**config.mk**
```make
export PLATFORM = sky130hd
export DESIGN_NAME = fir_decimator
export DESIGN_NICKNAME = d
export VERILOG_FILES = /design/src/rtl/fir_decimator.sv
export SDC_FILE = /design/constraint.sdc
export NUM_CORES = 1
export LEC_CHECK = 0
export CAP_MARGIN = 20
export CORE_MARGIN = 2
export CORE_UTILIZATION = 53
export DETAILED_ROUTE_END_ITERATION = 7
export GPL_TIMING_DRIVEN = 0
export PLACE_DENSITY_LB_ADDON = 0.25
export SLEW_MARGIN = 40
export SYNTH_ARGS = -nofsm -noshare
export SYNTH_HDL_FRONTEND = slang
export SYNTH_SLANG_ARGS = --single-unit
export TNS_END_PERCENT = 5
```
**constraint.sdc**
```tcl
create_clock -name clk -period 3.05 [get_ports clk]
set_input_delay 0.4575 -clock clk [delete_from_list [all_inputs] [get_ports clk]]
set_output_delay 0.4575 -clock clk [all_outputs]
set_load 0.02 [all_outputs]
```
**src/rtl/fir_decimator.sv**
```systemverilog
// Decimating back end for an FIR filter: averages every 2^DECIM_LOG2 input sums, rounds,
// saturates and queues the result in a two-entry output FIFO with a sticky drop flag.
module fir_decimator #(
    parameter int unsigned BW_IN      = 13,
    parameter int unsigned BW_OUT     = 8,
    parameter int unsigned DECIM_LOG2 = 2,
    parameter int unsigned SHIFT      = 0
) (
    input  logic                     clk,
    input  logic                     reset,
    input  logic signed [BW_IN-1:0]  in_data,
    input  logic                     in_valid,
    output logic signed [BW_OUT-1:0] out_data,
    output logic                     out_valid,
    input  logic                     out_ready,
    output logic                     overflow
);

    localparam int unsigned D      = 1 << DECIM_LOG2;
    localparam int unsigned ACC_W  = BW_IN + DECIM_LOG2;
    localparam int unsigned SUM_W  = ACC_W + 1;
    localparam int unsigned K      = DECIM_LOG2 + SHIFT;
    localparam int unsigned CNT_W  = (DECIM_LOG2 > 0) ? DECIM_LOG2 : 1;
    localparam int unsigned WIDE_W = ((SUM_W > BW_OUT) ? SUM_W : BW_OUT) + 1;

    localparam logic signed [SUM_W-1:0]  RND     = (K > 0) ? (SUM_W'(1) << (K - 1)) : '0;
    localparam logic signed [WIDE_W-1:0] SAT_MAX = WIDE_W'((2 ** (BW_OUT - 1)) - 1);
    localparam logic signed [WIDE_W-1:0] SAT_MIN = ~SAT_MAX;

    logic        [CNT_W-1:0]  cnt_q, cnt_d;
    logic signed [ACC_W-1:0]  acc_q, acc_d;
    logic signed [ACC_W-1:0]  total;
    logic signed [SUM_W-1:0]  rounded;
    logic signed [WIDE_W-1:0] wide;
    logic signed [BW_OUT-1:0] result;
    logic                     last_sample;

    logic signed [BW_OUT-1:0] mem_q [2];
    logic                     rd_ptr_q, rd_ptr_d;
    logic                     wr_ptr_q, wr_ptr_d;
    logic        [1:0]        count_q, count_d;
    logic                     overflow_q, overflow_d;
    logic                     push, pop, full, accept;

    assign last_sample = (cnt_q == CNT_W'(D - 1));

    // The one-bit headroom in SUM_W keeps the rounding offset from wrapping.
    assign total   = acc_q + ACC_W'(in_data);
    assign rounded = (SUM_W'(total) + RND) >>> K;
    assign wide    = WIDE_W'(rounded);

    always_comb begin
        result = wide[BW_OUT-1:0];
        if (wide > SAT_MAX) begin
            result = SAT_MAX[BW_OUT-1:0];
        end else if (wide < SAT_MIN) begin
            result = SAT_MIN[BW_OUT-1:0];
        end
    end

    always_comb begin
        cnt_d = cnt_q;
        acc_d = acc_q;
        if (in_valid) begin
            if (last_sample) begin
                cnt_d = '0;
                acc_d = '0;
            end else begin
                cnt_d = cnt_q + CNT_W'(1);
                acc_d = total;
            end
        end
    end

    assign push   = in_valid && last_sample;
    assign pop    = out_valid && out_ready;
    assign full   = (count_q == 2'd2);
    // A pop on the same edge frees the slot the new result needs.
    assign accept = push && (!full || pop);

    always_comb begin
        rd_ptr_d   = rd_ptr_q;
        wr_ptr_d   = wr_ptr_q;
        count_d    = count_q;
        overflow_d = overflow_q;
        if (pop) begin
            rd_ptr_d = ~rd_ptr_q;
        end
        if (accept) begin
            wr_ptr_d = ~wr_ptr_q;
        end
        if (accept && !pop) begin
            count_d = count_q + 2'd1;
        end else if (pop && !accept) begin
            count_d = count_q - 2'd1;
        end
        if (push && !accept) begin
            overflow_d = 1'b1;
        end
    end

    always_ff @(posedge clk or posedge reset) begin
        if (reset) begin
            cnt_q      <= '0;
            acc_q      <= '0;
            rd_ptr_q   <= 1'b0;
            wr_ptr_q   <= 1'b0;
            count_q    <= 2'd0;
            overflow_q <= 1'b0;
            mem_q[0]   <= '0;
            mem_q[1]   <= '0;
        end else begin
            cnt_q      <= cnt_d;
            acc_q      <= acc_d;
            rd_ptr_q   <= rd_ptr_d;
            wr_ptr_q   <= wr_ptr_d;
            count_q    <= count_d;
            overflow_q <= overflow_d;
            if (accept) begin
                mem_q[wr_ptr_q] <= result;
            end
        end
    end

    assign out_valid = (count_q != 2'd0);
    assign out_data  = out_valid ? mem_q[rd_ptr_q] : '0;
    assign overflow  = overflow_q;

endmodule

```
==> flow_metrics.py <==
metrics = {
    "synthesis": {
        "yosysTopAreaCellShare": 0.3098,
        "syn_area_per_cell_um2": 8.948,
        "synth_area_leaders": "dfrtp_1 (31%), ha_1 (6.9%), nor2_1 (3.8%)",
        "synth.most_common_cell": "dfrtp_1",
        "yosysSeqAreaShare": 0.3098,
        "ys_types": 69,
        "synth_flop_cell": "dfrtp_1",
        "synth_edf_count": 0,
        "synthTopCellsByCount": "dfrtp_1 (38), nor2_1 (31), nand2_1 (29)",
        "synthCells": 343,
        "yosysTopAreaCell": "dfrtp_1",
        "ys_warn_count": 0,
        "synth.net_count": 378,
        "synth-seq-cells": 38,
        "async_flop_share": 1.000,
        "syn_area_mm2": 0.003069,
    },
    "setup_path": {
        "r2r_setup_slack_ns": -0.45,
        "critPathTopFamily": "compound AO/OA/AOI/OAI gates",
        "critical_path_class": "input pin to register",
        "crit_arrival_ns": 3.66,
        "cp.buffers_inverters": 5,
        "r2r-end": "mem_q[13]$_DFFE_PP0P_",
        "path_max_fanout": 5,
        "cp.required_ns": 3.21,
        "end_kind": "register",
        "r2r_start": "acc_q[0]$_DFFE_PP0P_",
        "worstSetupStartpointType": "input pin",
        "critical_path.max_stage_delay_ns": 0.37,
        "path_cells": "dlygate4sd2_1 > ha_4 > fa_2 > a211oi_4 > o211ai_1 > a21boi_1 > o211ai_1 > nor3_4 > buf_4 > a311oi_2 > buf_4 > buf_4 > buf_4 > a21oi_1 > a31oi_1",
        "reg2reg_depth": 14,
        "critPathSlowestCell": "fa_2",
        "path_common_cell": "buf_4",
        "cp.depth": 15,
    },
    "worst_hold_path": {
        "hold_path_class": "input pin to async pin",
    },
    "floorplan": {
        "ios": 27,
        "fp.dieH_um": 80.10,
        "core_mm2": 0.005540,
        "dieWidth_um": 80.10,
        "fp-row-count": 27,
        "start_util": 0.5540,
        "dieArea_mm2": 0.006416,
    },
    "routing": {
        "via_per_inst": 6.124,
        "routedWlPerCell_um": 16.36,
        "drtIter0Drc": 157,
        "routed_wl_um": 7642,
        "firstDrtPassIters": 4,
        "ant_nets": 0,
        "vias": 2860,
        "drc": 0,
    },
    "final_layout": {
        "drive_gt1_frac": 0.2025,
        "nNetsFinal": 430,
        "fill_cells": 414,
        "syn2layout_area_growth_pct": 26.46,
        "diodes": 0,
        "layout.cells.non_filler": 467,
        "ff_latch_area_um2": 950.9,
        "multi_input_area_mm2": 0.002170,
        "post-route-util": 0.7005,
        "stdcell_area_mm2": 0.003881,
    },
    "placed_design": {
        "routabilityCongestion": 0.9440,
        "portBuffers": 26,
        "post-place-cells": 442,
        "dpl_cell_area_mm2": 0.003506,
        "hpwl_um": 5314,
    },
    "clock_tree": {
        "root_buffer": "clkbuf_8",
        "clock_path_buffers": 2,
        "htreeDepth": 2,
        "cts_tree": "yes",
        "cts_buffers": 5,
        "holdBufCountCts": 0,
        "clock_sinks": 38,
        "insertion_delay_ns": 0.29,
        "clkTransAtPathRegs_ns": 0.08,
    },
    "global_routing": {
        "overflow": 0,
        "grt_max_degree": 27,
        "grt_pass1_wl_um": 12900,
        "grt_pass1_vias": 2795,
        "antenna_found_initial": 0,
        "grt_use_total": 0.2514,
    },
    "timing": {
        "period_share": 1.149,
        "finClkSkew_ns": 0.007645,
        "max_freq_mhz": 285.4,
        "tns_ns": -5.969,
        "timing.final.ws_setup_ns": -0.4539,
        "finalSetupViolations": 14,
        "grt_setup_unrepaired": "true",
        "slew_violations": 0,
        "slew-limit-headroom": 0.5554,
        "worstMarginPinSlew_ns": 0.6669,
        "period_needed_ns": 3.504,
        "hold_viol_final": 0,
    },
    "run_status": {
        "status": "complete, but fails checks",
        "violations": "negative setup slack",
    },
    "flow_run": {
        "cap_violations": 0,
    },
}
## area by class of cell
| class | count | area share |
|---|---|---|
| timing repair buffer | 45 | 0.1074 |
| clock inverter | 2 | 0.002579 |
| tap | 72 | 0.02321 |
| inverter | 24 | 0.02321 |
| buffer | 16 | 0.02192 |
| sequential | 38 | 0.2450 |
| multi-input combinational | 265 | 0.5590 |
| clock buffer | 5 | 0.01773 |
## worst reg2reg max path, delay by kind of cell (launching register included)
kind	cells	cell delay, ns
AO/OA/AOI/OAI	7	1.55
buffers and inverters	4	0.57
adder cells (fa/ha/maj)	2	0.56
flip-flops	1	0.42
AND/OR/NAND/NOR	1	0.28
## kinds of logic (layout without fill, tap and decap cells)
| family | count (synthesis) | in the layout | share of synthesized area |
|---|---|---|---|
| flip-flops | 38 | 38 | 0.3098 |
| XOR/XNOR | 22 | 22 | 0.06523 |
| AO/OA/AOI/OAI | 107 | 107 | 0.2740 |
| adder cells (fa/ha/maj) | 18 | 18 | 0.07582 |
| buffers and inverters | 40 | 92 | 0.05626 |
| multiplexers | 12 | 12 | 0.04036 |
| AND/OR/NAND/NOR | 106 | 106 | 0.1786 |
## stage by stage
step	setup slack [ns]	hold WS (ns)
floorplan	-0.1808	0.4492
global placement	-1.096	0.4589
detailed placement	-1.132	0.4634
CTS	-0.4091	0.4482
global route	-0.6398	0.4836
finish	-0.4539	0.4444
## worst max path at each step
stage,from,to,slack (ns)
detailed placement,in_data[0],mem_q[2]$_DFFE_PP0P_,-1.13
global placement,in_data[0],mem_q[1]$_DFFE_PP0P_,-1.10
CTS,in_data[12],mem_q[1]$_DFFE_PP0P_,-0.41
global route,in_data[4],mem_q[5]$_DFFE_PP0P_,-0.64
floorplan,in_data[0],mem_q[11]$_DFFE_PP0P_,-0.18
finish,in_data[0],mem_q[13]$_DFFE_PP0P_,-0.45
## routing by layer
layer,up-vias,routed length [um],global-route usage
met5,-,0,0
met4,0,118,0.06780
met3,12,317,0.03596
met2,81,3789,0.4400
met1,1383,3416,0.3238
li1,1384,-,-
## layout by cell type, fill, tap and decap left out, drive strengths merged, types with 5 or more instances in the layout
master,instances
o22ai,15
o211ai,12
mux2i,9
xnor2,11
buf,27
nor2,32
ha,17
nand4,6
a21oi,16
clkbuf,13
dfrtp,38
o311ai,14
nor3,8
inv,24
xor2,11
clkdlybuf4s50,24
and3,5
nand2,30
o21ai,13
## registers in the layout (all words and copies together) (netlist names)
| name | cells |
|---|---|
| acc_q | 15 |
| cnt_q | 2 |
| count_q | 2 |
| mem_q | 16 |
| overflow | 1 |
| rd_ptr_q | 1 |
| wr_ptr_q | 1 |
## what timing repair did
| action | CTS | global route |
|---|---|---|
| pin swaps | 17 | 1 |
| gates resized for setup | 23 | 6 |
| buffers inserted | 16 | 1 |
| cloned | 1 | 0 |
| endpoints found under the setup margin | 16 | 16 |
Power is not shown: default switching activity piles up to over one toggle a cycle in this logic, so the estimate is an artifact.
